===== src/rtl/hazard_scoreboard_pkg.sv =====
// Shared types for the hazard scoreboard: register width, slot record, drain states.
package hazard_scoreboard_pkg;

  localparam int REG_W = 3;
  localparam logic [REG_W-1:0] R7 = 3'd7;

  // One tracked in-flight instruction.
  typedef struct packed {
    logic             v;
    logic [REG_W-1:0] rd;
    logic             we;
    logic             ld;
  } slot_t;

  typedef enum logic [1:0] {
    IDLE  = 2'd0,
    DRAIN = 2'd1,
    DONE  = 2'd2
  } drain_state_t;

endpackage


===== src/rtl/hazard_scoreboard_if.sv =====
// Decode <-> scoreboard bundle. master = decode stage, slave = scoreboard.
interface hazard_scoreboard_if #(
  parameter int CNT_W = 16
);
  import hazard_scoreboard_pkg::*;

  logic             issue_valid;
  logic [REG_W-1:0] issue_rd;
  logic             issue_we;
  logic             issue_ld;
  logic [REG_W-1:0] src1;
  logic [REG_W-1:0] src2;
  logic             src1_used;
  logic             src2_used;
  logic             pipe_en;
  logic             flush;
  logic             drain_req;
  logic             stall;
  logic [1:0]       hazard_src;
  logic             drain_done;
  logic             pipe_empty;
  logic [CNT_W-1:0] stall_cnt;

  modport master (
    output issue_valid, issue_rd, issue_we, issue_ld, src1, src2, src1_used, src2_used,
           pipe_en, flush, drain_req,
    input  stall, hazard_src, drain_done, pipe_empty, stall_cnt
  );

  modport slave (
    input  issue_valid, issue_rd, issue_we, issue_ld, src1, src2, src1_used, src2_used,
           pipe_en, flush, drain_req,
    output stall, hazard_src, drain_done, pipe_empty, stall_cnt
  );

endinterface


===== src/rtl/hazard_scoreboard_match.sv =====
// Compares one source register against every tracked slot. ELIG_MASK selects
// which slots may cause a hazard; LD_ONLY restricts hits to load producers.
module hazard_scoreboard_match
  import hazard_scoreboard_pkg::*;
#(
  parameter int               DEPTH     = 3,
  parameter logic [DEPTH-1:0] ELIG_MASK = '1,
  parameter bit               LD_ONLY   = 1'b0
) (
  input  logic [REG_W-1:0] src,
  input  logic             used,
  input  slot_t            slots [DEPTH],
  output logic             hit
);

  // Any eligible, valid, writing slot whose destination equals this source.
  always_comb begin
    hit = 1'b0;
    for (int i = 0; i < DEPTH; i++) begin
      if (ELIG_MASK[i] && slots[i].v && slots[i].we && (slots[i].rd == src) &&
          (!LD_ONLY || slots[i].ld))
        hit = 1'b1;
    end
    hit = hit & used;
  end

endmodule


===== src/rtl/hazard_scoreboard.sv =====
// Tracks in-flight register writes between decode and writeback, raises the
// decode stall on RAW hazards and sequences pipe draining.
module hazard_scoreboard
  import hazard_scoreboard_pkg::*;
#(
  parameter int DEPTH     = 3,
  parameter bit FWD_EN    = 1'b0,
  parameter bit RF_BYPASS = 1'b1,
  parameter int CNT_W     = 16
) (
  input logic                clk,
  input logic                rst_n,
  hazard_scoreboard_if.slave sb
);

  // With forwarding only a load still sitting in EX can hurt; without it every
  // slot counts, except WB when the register file writes before it reads.
  localparam logic [DEPTH-1:0] ELIG_MASK =
    FWD_EN    ? DEPTH'(1) :
    RF_BYPASS ? DEPTH'((1 << (DEPTH - 1)) - 1) :
                {DEPTH{1'b1}};

  slot_t            slots [DEPTH];
  drain_state_t     state_q, state_d;
  logic [CNT_W-1:0] cnt_q;
  logic             hit1, hit2;
  logic             pipe_empty;
  logic [1:0]       hazard_src;
  logic             stall;

  hazard_scoreboard_match #(.DEPTH(DEPTH), .ELIG_MASK(ELIG_MASK), .LD_ONLY(FWD_EN)) u_match1 (
    .src(sb.src1), .used(sb.src1_used), .slots(slots), .hit(hit1)
  );

  hazard_scoreboard_match #(.DEPTH(DEPTH), .ELIG_MASK(ELIG_MASK), .LD_ONLY(FWD_EN)) u_match2 (
    .src(sb.src2), .used(sb.src2_used), .slots(slots), .hit(hit2)
  );

  assign hazard_src = {sb.issue_valid & hit2, sb.issue_valid & hit1};
  assign stall      = (|hazard_src) | (sb.issue_valid & (state_q != IDLE));

  // Pipe is empty when no slot holds a valid writer.
  always_comb begin
    pipe_empty = 1'b1;
    for (int i = 0; i < DEPTH; i++) begin
      if (slots[i].v) pipe_empty = 1'b0;
    end
  end

  // Slot shift register: flush clears, pipe_en advances, otherwise hold.
  always_ff @(posedge clk or negedge rst_n) begin
    if (!rst_n) begin
      for (int i = 0; i < DEPTH; i++) slots[i] <= '0;
    end else if (sb.flush) begin
      for (int i = 0; i < DEPTH; i++) slots[i].v <= 1'b0;
    end else if (sb.pipe_en) begin
      for (int i = DEPTH - 1; i > 0; i--) slots[i] <= slots[i-1];
      slots[0] <= {sb.issue_valid & ~stall & sb.issue_we, sb.issue_rd, sb.issue_we, sb.issue_ld};
    end
  end

  // Saturating count of cycles lost to real hazards while the pipe advances.
  always_ff @(posedge clk or negedge rst_n) begin
    if (!rst_n)
      cnt_q <= '0;
    else if ((|hazard_src) && sb.pipe_en && (cnt_q != '1))
      cnt_q <= cnt_q + CNT_W'(1);
  end

  // Drain state register.
  always_ff @(posedge clk or negedge rst_n) begin
    if (!rst_n) state_q <= IDLE;
    else        state_q <= state_d;
  end

  // Drain next-state: wait for an empty pipe, hold DONE until the request drops.
  always_comb begin
    state_d = state_q;
    case (state_q)
      IDLE:    if (sb.drain_req) state_d = DRAIN;
      DRAIN:   if (!sb.drain_req) state_d = IDLE;
               else if (pipe_empty) state_d = DONE;
      DONE:    if (!sb.drain_req) state_d = IDLE;
      default: state_d = IDLE;
    endcase
  end

  assign sb.stall      = stall;
  assign sb.hazard_src = hazard_src;
  assign sb.drain_done = (state_q == DONE);
  assign sb.pipe_empty = pipe_empty;
  assign sb.stall_cnt  = cnt_q;

endmodule


===== src/flat_wrapper.sv =====
// flat-port wrapper written by rule: the top's interface ports become plain ports
module hazard_scoreboard_flat import hazard_scoreboard_pkg::*;
#(
  parameter int DEPTH     = 3,
  parameter bit FWD_EN    = 1'b0,
  parameter bit RF_BYPASS = 1'b1,
  parameter int CNT_W     = 16
)
  (clk, rst_n, sb_issue_valid, sb_issue_rd, sb_issue_we, sb_issue_ld, sb_src1, sb_src2, sb_src1_used, sb_src2_used, sb_pipe_en, sb_flush, sb_drain_req, sb_stall, sb_hazard_src, sb_drain_done, sb_pipe_empty, sb_stall_cnt);
  hazard_scoreboard_if #(.CNT_W(CNT_W)) sb_i ();
  input logic clk;
  input logic rst_n;
  input wire logic [$bits(sb_i.issue_valid)-1:0] sb_issue_valid;
  input wire logic [$bits(sb_i.issue_rd)-1:0] sb_issue_rd;
  input wire logic [$bits(sb_i.issue_we)-1:0] sb_issue_we;
  input wire logic [$bits(sb_i.issue_ld)-1:0] sb_issue_ld;
  input wire logic [$bits(sb_i.src1)-1:0] sb_src1;
  input wire logic [$bits(sb_i.src2)-1:0] sb_src2;
  input wire logic [$bits(sb_i.src1_used)-1:0] sb_src1_used;
  input wire logic [$bits(sb_i.src2_used)-1:0] sb_src2_used;
  input wire logic [$bits(sb_i.pipe_en)-1:0] sb_pipe_en;
  input wire logic [$bits(sb_i.flush)-1:0] sb_flush;
  input wire logic [$bits(sb_i.drain_req)-1:0] sb_drain_req;
  output wire logic [$bits(sb_i.stall)-1:0] sb_stall;
  output wire logic [$bits(sb_i.hazard_src)-1:0] sb_hazard_src;
  output wire logic [$bits(sb_i.drain_done)-1:0] sb_drain_done;
  output wire logic [$bits(sb_i.pipe_empty)-1:0] sb_pipe_empty;
  output wire logic [$bits(sb_i.stall_cnt)-1:0] sb_stall_cnt;
  assign sb_i.issue_valid = sb_issue_valid;
  assign sb_i.issue_rd = sb_issue_rd;
  assign sb_i.issue_we = sb_issue_we;
  assign sb_i.issue_ld = sb_issue_ld;
  assign sb_i.src1 = sb_src1;
  assign sb_i.src2 = sb_src2;
  assign sb_i.src1_used = sb_src1_used;
  assign sb_i.src2_used = sb_src2_used;
  assign sb_i.pipe_en = sb_pipe_en;
  assign sb_i.flush = sb_flush;
  assign sb_i.drain_req = sb_drain_req;
  assign sb_stall = sb_i.stall;
  assign sb_hazard_src = sb_i.hazard_src;
  assign sb_drain_done = sb_i.drain_done;
  assign sb_pipe_empty = sb_i.pipe_empty;
  assign sb_stall_cnt = sb_i.stall_cnt;
  hazard_scoreboard #(.DEPTH(DEPTH), .FWD_EN(FWD_EN), .RF_BYPASS(RF_BYPASS), .CNT_W(CNT_W)) u_core (.clk(clk), .rst_n(rst_n), .sb(sb_i));
endmodule

===== config.mk =====
export PLATFORM = sky130hd
export DESIGN_NAME = hazard_scoreboard_flat
export DESIGN_NICKNAME = d
export VERILOG_FILES = /design/src/rtl/hazard_scoreboard_pkg.sv /design/src/rtl/hazard_scoreboard_if.sv /design/src/rtl/hazard_scoreboard_match.sv /design/src/rtl/hazard_scoreboard.sv /design/src/flat_wrapper.sv
export SDC_FILE = /design/constraint.sdc
export NUM_CORES = 1
export LEC_CHECK = 0
export BUFFER_PORTS_ARGS = -buffer_cell sky130_fd_sc_hd__buf_2
export CORE_UTILIZATION = 41
export CTS_CLUSTER_DIAMETER = 150
export CTS_CLUSTER_SIZE = 30
export DETAILED_ROUTE_END_ITERATION = 8
export GPL_TIMING_DRIVEN = 1
export PLACE_DENSITY = 0.66
export SLEW_MARGIN = 20
export SYNTH_ARGS = -nofsm -noshare
export SYNTH_HDL_FRONTEND = slang
export SYNTH_SLANG_ARGS = --single-unit

===== constraint.sdc =====
create_clock -name clk -period 3.9 [get_ports clk]
set_clock_uncertainty 0.1 [all_clocks]
set_input_delay 0.195 -clock clk [delete_from_list [all_inputs] [get_ports clk]]
set_output_delay 0.195 -clock clk [all_outputs]
set_load 0.02 [all_outputs]

==> impl_metrics.ini, run 1 <==
[sta]
max_slew_margin_pct = 57.1
hold_viol = 0
rsz0062_at_grt = no
fmax_mhz = 431
worstMarginPinSlew_ns = 0.644
report.final.setup_viol = 0
min_period_ns = 2.32
timing.setup.tns_ns = 0
finalMaxSlewViolations = 0
whs_ns = 0.165
min_period_over_period_pct = 59.4

[die]
die_area_sq_mm = 0.00383
row_count = 21
die_w_um = 61.9
core_area_sq_mm = 0.00339
initial_core_util_pct = 43.4
die_y_um = 61.9
ios = 40

[critical_path]
worst-path-max-fanout = 9
cp-start-kind = register
required_ns = 3.61
cpMaxStageDelayCell = dfrtp_1
crit_path_max_incr_delay_ns = 0.43
cp_cell_sequence = xor2_1 -> nor4_1 -> o211a_1 -> or2_1 -> nand2b_1 -> buf_2
r2r_cells = 6
cp.arrival_ns = 2.02
worst-setup-path-type = register to output port
worst_setup_path_end_kind = output port

[layout]
syn2layout_area_growth_pct = 23.6
num_antenna_cells = 0
drive_gt1_share_pct = 24.1
nets = 218

[yosys]
synth_cell_type_count = 30
synth_area_leaders = dfrtp_1, xor2_1, nand2_1
synth_nets = 170
yosys_warnings = 0
syn_area_sq_mm = 0.00147
ys_seq_area_share_pct = 49.3
netlist_instances = 150
ys_seq_elements = 29
synth_top_area_cell = dfrtp_1
synthFlopType = dfrtp_1
synth_top_area_share_pct = 49.3
avgSynthCellArea_sq_um = 9.81
synthArstFlopShare_pct = 100
synth-edff-count = 0

[clocking]
cts_setup_buffers = 0
cts_max_level = 2
clk_latency_ns = 0.32
cts_root_buffer = clkbuf_4
clk_path_buf_depth = 2
clock_sinks = 29
cts_tree = done
cts_buffers = 5
clkTransAtPathRegs_ns = 0.09

[global_routing]
grt_remaining_overflow = 0
grt_start_max_net_pins = 30
grt_pass1_wl_um = 4990
grtUsageTotal_pct = 18.5
grt_pass1_vias = 1129
antenna_found_initial = 0

[routing]
drt-initial-drc-count = 70
drtAntennaViolNets = 0
wirelength_um = 3040
vias_per_cell = 5.09
drt_first_pass_iters = 5
num_vias = 1247
wl_per_cell_um = 12.4
remaining_drc_errors = 0

[power]
p_per_area_mw_per_mm2 = 321
p_leak_uw = 0.00101
ir_drop_mv = 0.152

[run]
drv_cap = 0

[outcome]
outcome = finished clean

[place]
numPortBuffers = 38
place_hpwl_um = 2260
place_congestion = 0.808

[hold_path]
hp-class = input port to register
hold_path_depth = 3
[critical path, delay by kind of cell (launching register included)]
| family | cells | cell delay [ns] |
|---|---|---|
| buffers and inverters | 1 | 0.16 |
| flip-flops | 1 | 0.43 |
| AO/OA/AOI/OAI | 1 | 0.23 |
| AND/OR/NAND/NOR | 3 | 0.70 |
| XOR/XNOR | 1 | 0.18 |
[synthesized netlist by cell type (3+ instances only)]
cell and instances:
nand4_1 7, xnor2_1 6, nor2_1 7, nor3_1 5
nand2_1 31, and3_1 5, nor4_1 5, xor2_1 20
nand3_1 6, dfrtp_1 29, inv_1 3, nand2b_1 3
[final timing paths]
path,from,to,slack (ns)
max,u_core.slots[16],sb_stall,1.58
max reg2reg,u_core.slots[16],u_core.slots[17],1.78
min,sb_pipe_en,u_core.sb.stall_cnt[9],0.16
min reg2reg,u_core.sb.stall_cnt[5],u_core.sb.stall_cnt[5],0.39
max in group asynchronous,rst_n,u_core.state_q[1],2.96
min in group asynchronous,rst_n,u_core.sb.stall_cnt[2],0.33
[power by group]
part	total, uW	switching (uW)	internal (uW)
registers	334	17.1	317
clock network	174	105	68.6
logic	75.4	41.0	34.4
[area by class of cell]
class,instances,area [sq um]
timing repair buffer,45,260
clock inverter,2,10.0
clock buffer,6,41.3
multi-input combinational,114,712
tap,46,57.6
inverter,3,11.3
sequential,29,726
fill,330,1570
[logic make-up after synthesis]
family	share of synthesized area [%]
AND/OR/NAND/NOR	25.4
flip-flops	49.3
XOR/XNOR	15.5
AO/OA/AOI/OAI	3.74
buffers and inverters	2.30
multiplexers	2.89
adder cells (fa/ha/maj)	0.850
[cells in the final DEF, fill, tap and decap left out, types with 2 or more instances in the layout]
| cell type | netlist | routed |
|---|---|---|
| mux2i_1 | 2 | 2 |
| and3_1 | 5 | 5 |
| dfrtp_1 | 29 | 29 |
| nand4_1 | 7 | 7 |
| buf_2 | 0 | 38 |
| o211a_1 | 2 | 2 |
| inv_1 | 3 | 3 |
| nor3_1 | 5 | 5 |
| clkinv_2 | 0 | 2 |
| xnor2_1 | 6 | 6 |
| nor2_1 | 7 | 7 |
| nand2_1 | 31 | 31 |
| xor2_1 | 20 | 20 |
| nor2b_1 | 2 | 2 |
| nand2b_1 | 3 | 3 |
| mux2_2 | 2 | 2 |
| dlygate4sd3_1 | 0 | 7 |
| nand3_1 | 6 | 6 |
| nor4_1 | 5 | 5 |
| clkbuf_4 | 0 | 5 |
[per-layer routing]
layer / wire, um / share of wire (%) / global-route usage [%] / vias up
met2: 1420 / 47 / 30.0 / 44
met4: 55 / 1.8 / 8.57 / 0
met1: 1370 / 45 / 22.4 / 591
met5: 0 / 0 / 0 / -
li1: - / - / - / 605
met3: 191 / 6.3 / 6.00 / 7
[stage by stage]
stage,cells,total power (uW),utilization (%),cell area (sq um),worst slack (ns)
floorplan,150,379,-,1470,1.86
global route,245,617,53.6,1820,1.39
finish,245,583,53.6,1820,1.58
global placement,230,407,50.1,1700,1.84
detailed placement,230,411,50.1,1700,1.78
CTS,245,591,53.6,1820,1.55
[registers in the layout (all words and copies together) (netlist names)]
signal,flops
u_core.sb.stall_cnt,16
u_core.slots,11
u_core.state_q,2
[timing repair]
action / in CTS / in global routing
hold buffers: 7 / 0
gates resized for setup: 0 / 0
hold endpoints to repair: 37 / 0
Note: power is estimated with default switching activity, not from simulation.
==> run 2: changes to the inputs <==
--- a/config.mk
+++ b/config.mk
@@ -11,7 +11,7 @@
 export CTS_CLUSTER_SIZE = 30
 export DETAILED_ROUTE_END_ITERATION = 8
 export GPL_TIMING_DRIVEN = 1
-export PLACE_DENSITY = 0.66
+export PLACE_DENSITY = 0.68
 export SLEW_MARGIN = 20
 export SYNTH_ARGS = -nofsm -noshare
 export SYNTH_HDL_FRONTEND = slang
==> constraint.sdc (replaced) <==
create_clock -name clk -period 2.02 [get_ports clk]
set_clock_uncertainty 0.1 [all_clocks]
set_input_delay 0.101 -clock clk [delete_from_list [all_inputs] [get_ports clk]]
set_output_delay 0.101 -clock clk [all_outputs]
set_load 0.02 [all_outputs]
==> run 2 against run 1 <==
Sequential power up 93%; register-to-register slack worse by 1.7 ns; die area unchanged; clock power up 130%; clock-buffer cell count up 1; wire length up 6.4%.
==> impl_metrics.ini, run 2 (synthesis gave the netlist of run 1 again) <==
[outcome]
outcome = finished clean

[layout]
syn2layout_area_growth_pct = 33.3
final_cell_mix = buf_2, nand2_1, dfrtp_1
seq_area_sq_um = 726
nets = 229
drive_gt1_share_pct = 31.0
final_common_cell = buf_2
final_area_sq_mm = 0.00196
n_fill_cell = 290
multi_input_area_sq_um = 748
num_antenna_cells = 0
final_cells = 256
largest_reg_flops = 16

[sta]
max_slew_margin_pct = 58.5
fmax_mhz = 505
finalMaxSlewViolations = 0
min_period_over_period_pct = 98.0
worstMarginPinSlew_ns = 0.623
min_period_ns = 1.98
fin_ws_ns = 0.0410
hold_viol = 0
report.final.setup_viol = 0
rsz0062_at_grt = yes

[run]
drv_cap = 0

[hold_path]
hold_path_depth = 4
min_from = sb_issue_valid
min_to = u_core.slots[17]
hp-class = input port to register

[critical_path]
cp_cell_sequence = xor2_1 -> nor4_1 -> o211a_1 -> or2_4 -> nand2b_4 -> buf_6
worst-path-max-fanout = 3
rr_startpoint = u_core.slots[15]
r2r_cells = 7
r2r_end = u_core.sb.stall_cnt[12]
worst_setup_path_end_kind = output port
required_ns = 1.82
cpMaxStageDelayCell = dfrtp_1
worst-setup-path-type = register to output port
crit_path_max_incr_delay_ns = 0.42
cp-start-kind = register
rrSetupSlack_ns = 0.05
cp.arrival_ns = 1.78

[routing]
drt_first_pass_iters = 4
drt-initial-drc-count = 30
wirelength_um = 3230
num_vias = 1266
drtAntennaViolNets = 0
remaining_drc_errors = 0
vias_per_cell = 4.95
wl_per_cell_um = 12.6

[clocking]
clock_sinks = 29
cts_max_level = 2
clk_latency_ns = 0.33
clk_path_buf_depth = 2
cts_root_buffer = clkbuf_4
cts_buffers = 5
clkTransAtPathRegs_ns = 0.09
cts_tree = done

[global_routing]
grt_pass1_vias = 1169
use_met3_pct = 6.83
grtUsageTotal_pct = 18.9
grt-busiest-layer = met2
grt_pass1_wl_um = 5130
use_met1_pct = 23.3
grt_use_met2_pct = 29.6
antenna_found_initial = 0
grt_start_max_net_pins = 30
grt_remaining_overflow = 0

[place]
place_ws_ns = -0.00679
postPlaceCellArea_sq_mm = 0.00175
placedCellCount = 237
place_congestion = 0.893
numPortBuffers = 38
place_hpwl_um = 2320

[die]
initial_core_util_pct = 43.4
die_area_sq_mm = 0.00383
die_y_um = 61.9
core_area_sq_mm = 0.00339
ios = 40
row_count = 21
die_w_um = 61.9

[power]
ir_drop_mv = 0.359
p_leak_uw = 0.00108
p_per_area_mw_per_mm2 = 620
==> run 2: how the worst max path moves through the flow <==
| stage | start | to | slack, ns |
|---|---|---|---|
| 6_report | u_core.slots[10] | sb_stall | 0.04 |
| 5_1_grt | u_core.slots[15] | sb_stall | -0.09 |
| 4_1_cts | u_core.slots[16] | sb_stall | 0.01 |
| 3_5_place_dp | u_core.slots[10] | u_core.sb.stall_cnt[12] | -0.007 |
| 3_3_place_gp | u_core.slots[10] | u_core.sb.stall_cnt[12] | 0.06 |
| 2_1_floorplan | u_core.slots[10] | u_core.slots[17] | 0.04 |
==> run 2: per-layer routing <==
layer | routed length, um | share of wire (%)
met4 | 65 | 2.0
met5 | 0 | 0
met3 | 190 | 5.9
met1 | 1450 | 45
met2 | 1530 | 47
==> run 2: cell type report <==
class,instances,share of cell area [%]
tap,46,2.93
multi-input combinational,114,38.1
clock inverter,1,0.255
clock buffer,7,3.32
timing repair buffer,56,17.8
inverter,3,0.574
sequential,29,37.0
==> run 2: metrics by stage <==
step	total power (uW)	utilization [%]	hold slack [ns]	setup TNS (ns)
5_1_grt	1280	57.9	0.0697	-0.165
6_report	1220	57.9	0.0505	0
3_5_place_dp	797	51.6	0.0603	-0.00679
2_1_floorplan	731	-	-0.295	0
4_1_cts	1210	56.7	0.0428	0
3_3_place_gp	787	51.6	0.0520	0
==> run 2: power by group <==
group | switching (uW) | total (uW) | leakage (uW) | internal [uW]
Combinational | 88.4 | 169 | 0.000645 | 81.0
Sequential | 33.9 | 645 | 0.000392 | 611
Clock | 201 | 403 | 0.0000413 | 201
Total | 324 | 1220 | 0.00108 | 893
==> run 2: timing repair <==
action / CTS / global route
endpoints found under the setup margin: 2 / 8
cloned: 0 / 0
endpoints found under the hold margin: 38 / 0
pin swaps: 5 / 3
hold buffers: 7 / 0
resized for setup: 2 / 6
buffers inserted: 3 / 1
==> run 2: critical path: cells and delay by family, from the launching register on <==
kind / cells / cell delay (ns)
xor+xnor: 1 / 0.15
simple gates: 3 / 0.53
flops: 1 / 0.42
buf+inv: 1 / 0.11
compound gates: 1 / 0.23
